<file path="config.mk">
export PLATFORM = sky130hd
export DESIGN_NAME = fetch_unit
export DESIGN_NICKNAME = d
export VERILOG_FILES = /design/src/rtl/fetch_unit.sv
export SDC_FILE = /design/constraint.sdc
export NUM_CORES = 1
export LEC_CHECK = 0
export CORE_MARGIN = 2
export CORE_UTILIZATION = 31
export DETAILED_ROUTE_END_ITERATION = 12
export PLACE_DENSITY = 0.63
export SKIP_LAST_GASP = 1
export SYNTH_ARGS = -nofsm -noshare
export SYNTH_HDL_FRONTEND = slang
export SYNTH_SLANG_ARGS = --single-unit
</file>
<file path="constraint.sdc">
create_clock -name clk -period 7.1 [get_ports clk]
set_input_delay 1.775 -clock clk [delete_from_list [all_inputs] [get_ports clk]]
set_output_delay 1.775 -clock clk [all_outputs]
set_load 0.005 [all_outputs]
</file>
<file path="src/rtl/fetch_unit.sv">
// Instruction fetch: sequential PC generation, credit-limited imem requests,
// in-order response FIFO feeding decode, redirect flush with stale-response drop.
module fetch_unit #(
    parameter logic [31:0] RESET_PC = 32'h0000_0000,
    parameter int          DEPTH    = 2
) (
    input  logic        clk,
    input  logic        rst,
    output logic        imem_req_valid,
    input  logic        imem_req_ready,
    output logic [31:0] imem_req_addr,
    input  logic        imem_resp_valid,
    input  logic [31:0] imem_resp_data,
    input  logic        redirect_valid,
    input  logic [31:0] redirect_pc,
    input  logic        id_stall,
    output logic        id_valid,
    output logic [31:0] id_inst,
    output logic [31:0] id_pc
);
    localparam int AW = $clog2(DEPTH);
    localparam int CW = AW + 1;
    localparam logic [CW:0] DEPTH_C = DEPTH[CW:0];

    logic [31:0]   pc;
    logic [31:0]   fifo_pc   [DEPTH];
    logic [31:0]   fifo_inst [DEPTH];
    logic [31:0]   tag_q     [DEPTH];
    logic [AW-1:0] rd_ptr, wr_ptr, tag_rd, tag_wr;
    logic [CW-1:0] count, outstanding, drop;
    logic [CW:0]   occ;
    logic          accept, pop, push, resp_drop;
    logic          unused_pc_bits;

    assign unused_pc_bits = ^redirect_pc[1:0];

    assign id_valid = (count != '0);
    assign id_pc    = id_valid ? fifo_pc[rd_ptr]   : 32'h0;
    assign id_inst  = id_valid ? fifo_inst[rd_ptr] : 32'h0000_0013;
    assign pop      = id_valid && !id_stall;

    // Credit: every in-flight or buffered word owns a FIFO slot, so pushes never overflow.
    assign occ = {1'b0, outstanding} + {1'b0, drop} + {1'b0, count} - {{CW{1'b0}}, pop};
    assign imem_req_valid = !rst && (occ < DEPTH_C);
    assign imem_req_addr  = pc;
    assign accept         = imem_req_valid && imem_req_ready;

    assign resp_drop = (drop != '0);
    assign push      = imem_resp_valid && !resp_drop && !redirect_valid;

    always_ff @(posedge clk) begin
        if (rst) begin
            pc          <= RESET_PC;
            count       <= '0;
            outstanding <= '0;
            drop        <= '0;
            rd_ptr      <= '0;
            wr_ptr      <= '0;
            tag_rd      <= '0;
            tag_wr      <= '0;
        end else if (redirect_valid) begin
            // Everything live becomes stale, including a request accepted this cycle.
            pc          <= {redirect_pc[31:2], 2'b00};
            count       <= '0;
            outstanding <= '0;
            drop        <= drop + outstanding + CW'(accept) - CW'(imem_resp_valid);
            rd_ptr      <= '0;
            wr_ptr      <= '0;
            tag_rd      <= '0;
            tag_wr      <= '0;
        end else begin
            if (accept) begin
                pc     <= pc + 32'd4;
                tag_wr <= tag_wr + AW'(1);
            end
            if (push) begin
                wr_ptr <= wr_ptr + AW'(1);
                tag_rd <= tag_rd + AW'(1);
            end
            if (pop)
                rd_ptr <= rd_ptr + AW'(1);
            count       <= count + CW'(push) - CW'(pop);
            outstanding <= outstanding + CW'(accept) - CW'(push);
            drop        <= drop - CW'(imem_resp_valid && resp_drop);
        end
    end

    always_ff @(posedge clk) begin
        if (!rst && !redirect_valid) begin
            if (accept)
                tag_q[tag_wr] <= pc;
            if (push) begin
                fifo_pc[wr_ptr]   <= tag_q[tag_rd];
                fifo_inst[wr_ptr] <= imem_resp_data;
            end
        end
    end
endmodule

</file>
==> impl_metrics.json <==
{
  "outcome": "finished clean",
  "grt_pass1_wl_um": 33600,
  "fmax_ghz": 0.157,
  "period_share_pct": 89.8,
  "dr.pass1.iters": 4,
  "num_vias": 5963,
  "die_area_um2": 32000,
  "clkTransAtPathRegs_ns": 0.06,
  "reg2reg_from": "count[1]",
  "first_global_vias": 5974,
  "yosys_warnings": 0,
  "clk-insertion-delay-late_ns": 0.52,
  "yosysUniqueCellTypes": 57,
  "via_per_inst": 4.78,
  "dpl_cell_area_um2": 11500,
  "post_cts_buffers": 0,
  "root_buffer": "clkbuf_16",
  "htree_levels": 1,
  "period_minus_slack_ns": 6.38,
  "power_leakage_uw": 0.00394,
  "crit_type": "input port to output port",
  "final-hold-violation-count": 0,
  "cp_cell_sequence": "clkdlybuf4s50_1 -> nor2_1 -> xnor2_1 -> ha_1 -> a21o_1 -> ha_1 -> xnor3_2 -> nor3_1 -> clkdlybuf4s50_1",
  "synth_ff_type": "edfxtp_1",
  "synth-edff-count": 184,
  "r2r_slack_ns": 3.20,
  "fin_area_um2": 12300,
  "die_h_um": 179,
  "crit_slowest_cell": "clkdlybuf4s50_1",
  "worst_r2r_path_depth": 9,
  "post_drt_wl_per_cell_um": 17.7,
  "initial_core_util_pct": 31.7,
  "core_um2": 29900,
  "fp-row-count": 63,
  "fin_nets": 919,
  "grtUsageTotal_pct": 13.7,
  "synth_seq_cells": 226,
  "worstPathArrival_ns": 4.60,
  "synth_cells": 674,
  "ir_drop_mv": 0.161,
  "required_ns": 5.33,
  "cts_tree": "done",
  "drive_above_1_share_pct": 9.92,
  "routed_wl_um": 22100,
  "setup_viol": 0,
  "r2r_end": "imem_req_addr[17]",
  "powerDensity_nw_per_um2": 256,
  "gp_congestion": 0.805,
  "avgSynthCellArea_um2": 14.1,
  "drv_cap": 0,
  "tightest_slew_ns": 0.953,
  "ios": 168,
  "setup_tns_ns": 0,
  "ys_async_sr_fraction_pct": 0,
  "yosysSeqAreaShare_pct": 67.2,
  "numCtsBuffers": 26,
  "drtIter0Drc": 371,
  "antenna_found_initial": 0,
  "final_common_cell": "edfxtp_1",
  "grt_max_degree": 63,
  "setup.worst_path.end": "imem_req_valid",
  "path_max_fanout": 8,
  "clkSinkCount": 226,
  "critPathCaptureType": "output port",
  "n_antenna_cell": 0,
  "multi_input_area_um2": 2920,
  "fp.dieW_um": 179,
  "fill_cells": 2761,
  "post_cts_resized": 0,
  "maxSlewHeadroom_pct": 36.5,
  "cp-start-kind": "input port",
  "ant_nets": 0,
  "slowest_delay_ns": 0.56,
  "rsz0062_at_grt": "no",
  "slew_violations": 0,
  "cp.depth": 9,
  "syn-cell-area_um2": 9470,
  "path_delay_family": "buffers and inverters",
  "holdBufCountCts": 0,
  "syn2layout_area_growth_pct": 30.4,
  "path_buf_inv": 2,
  "port_buffers": 161,
  "layout_common_cells": "edfxtp_1 (184), clkdlybuf4s50_1 (161), nor2_1 (96)",
  "hp-class": "flop to flop",
  "grt-ovfl-total": 0,
  "hpwlAfterDp_um": 14200,
  "fin_skew_ns": 0.0102,
  "register_area_um2": 6370,
  "drc": 0,
  "clock_path_buffers": 3,
  "crit_start": "id_stall"
}
## per-layer routing
layer	track usage (%)	part of all wire, %	vias up	routed length, µm
li1	-	-	2881	-
met3	3.12	7.5	36	1650
met1	17.3	42	2862	9330
met4	4.71	2.4	0	537
met5	0	0	-	0
met2	23.1	48	184	10600
## logic make-up (layout without fill, tap and decap cells)
family,after synthesis,after routing,synth area share [%]
AO/OA/AOI/OAI,63,63,5.27
XOR/XNOR,21,21,2.42
adder cells (fa/ha/maj),11,11,1.61
buffers and inverters,55,235,2.38
flip-flops,226,226,67.2
multiplexers,92,92,10.1
other,1,4,0.0396
AND/OR/NAND/NOR,205,205,10.9
## sequential cells by signal, summed over array words and instances (netlist names), named ones only
name / cells
count: 2
drop: 2
fifo_inst: 64
fifo_pc: 60
imem_req_addr: 30
outstanding: 2
rd_ptr: 1
tag_q: 60
tag_rd: 1
tag_wr: 1
wr_ptr: 1
## worst min path at each step
stage,startpoint,endpoint,depth (start not counted)
final,rd_ptr,flop,2
after detailed placement,rd_ptr,flop,2
after global routing,imem_req_addr[2],tag_q[0][2],0
after global placement,tag_rd,flop,2
after CTS,rd_ptr,flop,2
after floorplan,tag_rd,flop,2
## cell type report
class | instances | share of cell area, %
sequential | 226 | 51.6
tap | 390 | 3.95
inverter | 17 | 0.537
clock buffer | 35 | 5.72
multi-input combinational | 396 | 23.6
timing repair buffer | 171 | 13.7
clock inverter | 12 | 0.922
## worst register-to-register path, cell delays in order, from the launching register on
cell and delay, ns:
dfxtp_1 0.40, inv_1 0.07, ha_1 0.31, fa_1 0.50, inv_1 0.04, ha_1 0.31, nor3b_1 0.56, nand4_1 0.58
or4b_2 0.78, a311oi_1 0.26
## metrics by stage
step,utilization (%),setup slack [ns],std cells,hold WS [ns],power (µW)
after floorplan,-,0.705,677,0.481,1740
after global placement,38.6,0.702,1200,0.495,1900
after detailed placement,38.6,0.756,1200,0.506,1910
after CTS,41.3,0.729,1247,0.521,3200
after global routing,41.3,0.525,1247,0.561,3280
final,41.3,0.722,1247,0.514,3160
## cell usage after synthesis (all sizes together), types with 3 or more instances
| cell | count | area share, % |
|---|---|---|
| and3 | 5 | 0.33 |
| nand4 | 13 | 0.86 |
| o31a | 4 | 0.37 |
| dfxtp | 42 | 8.9 |
| clkbuf | 28 | 1.1 |
| a311oi | 9 | 0.83 |
| nor2 | 99 | 4.1 |
| or4 | 4 | 0.32 |
| nor2b | 5 | 0.33 |
| o31ai | 3 | 0.24 |
| nor3 | 11 | 0.58 |
| nand3 | 9 | 0.48 |
| a211oi | 9 | 0.71 |
| o311ai | 4 | 0.37 |
| mux2i | 62 | 6.6 |
| or3 | 6 | 0.40 |
| inv | 17 | 0.70 |
| nand2 | 18 | 0.71 |
| buf | 10 | 0.57 |
| and2 | 7 | 0.46 |
| a21oi | 5 | 0.26 |
| o21ai | 5 | 0.26 |
| nor4 | 8 | 0.69 |
| a2111oi | 5 | 0.50 |
| ha | 9 | 1.2 |
| nor3b | 3 | 0.24 |
| a31oi | 4 | 0.26 |
| o41a | 3 | 0.36 |
| xor2 | 5 | 0.46 |
| nand2b | 4 | 0.26 |
| xnor2 | 13 | 1.2 |
| and4 | 8 | 0.74 |
| mux2 | 30 | 3.6 |
| edfxtp | 184 | 58 |
## where the power goes
part | internal (µW) | leakage (µW) | switching [µW] | total, µW
logic | 176 | 0.00152 | 167 | 344
registers | 1490 | 0.00202 | 43.6 | 1530
clock network | 768 | 0.000400 | 511 | 1280
total | 2440 | 0.00394 | 722 | 3160
Power figures use the tool's default switching activity.
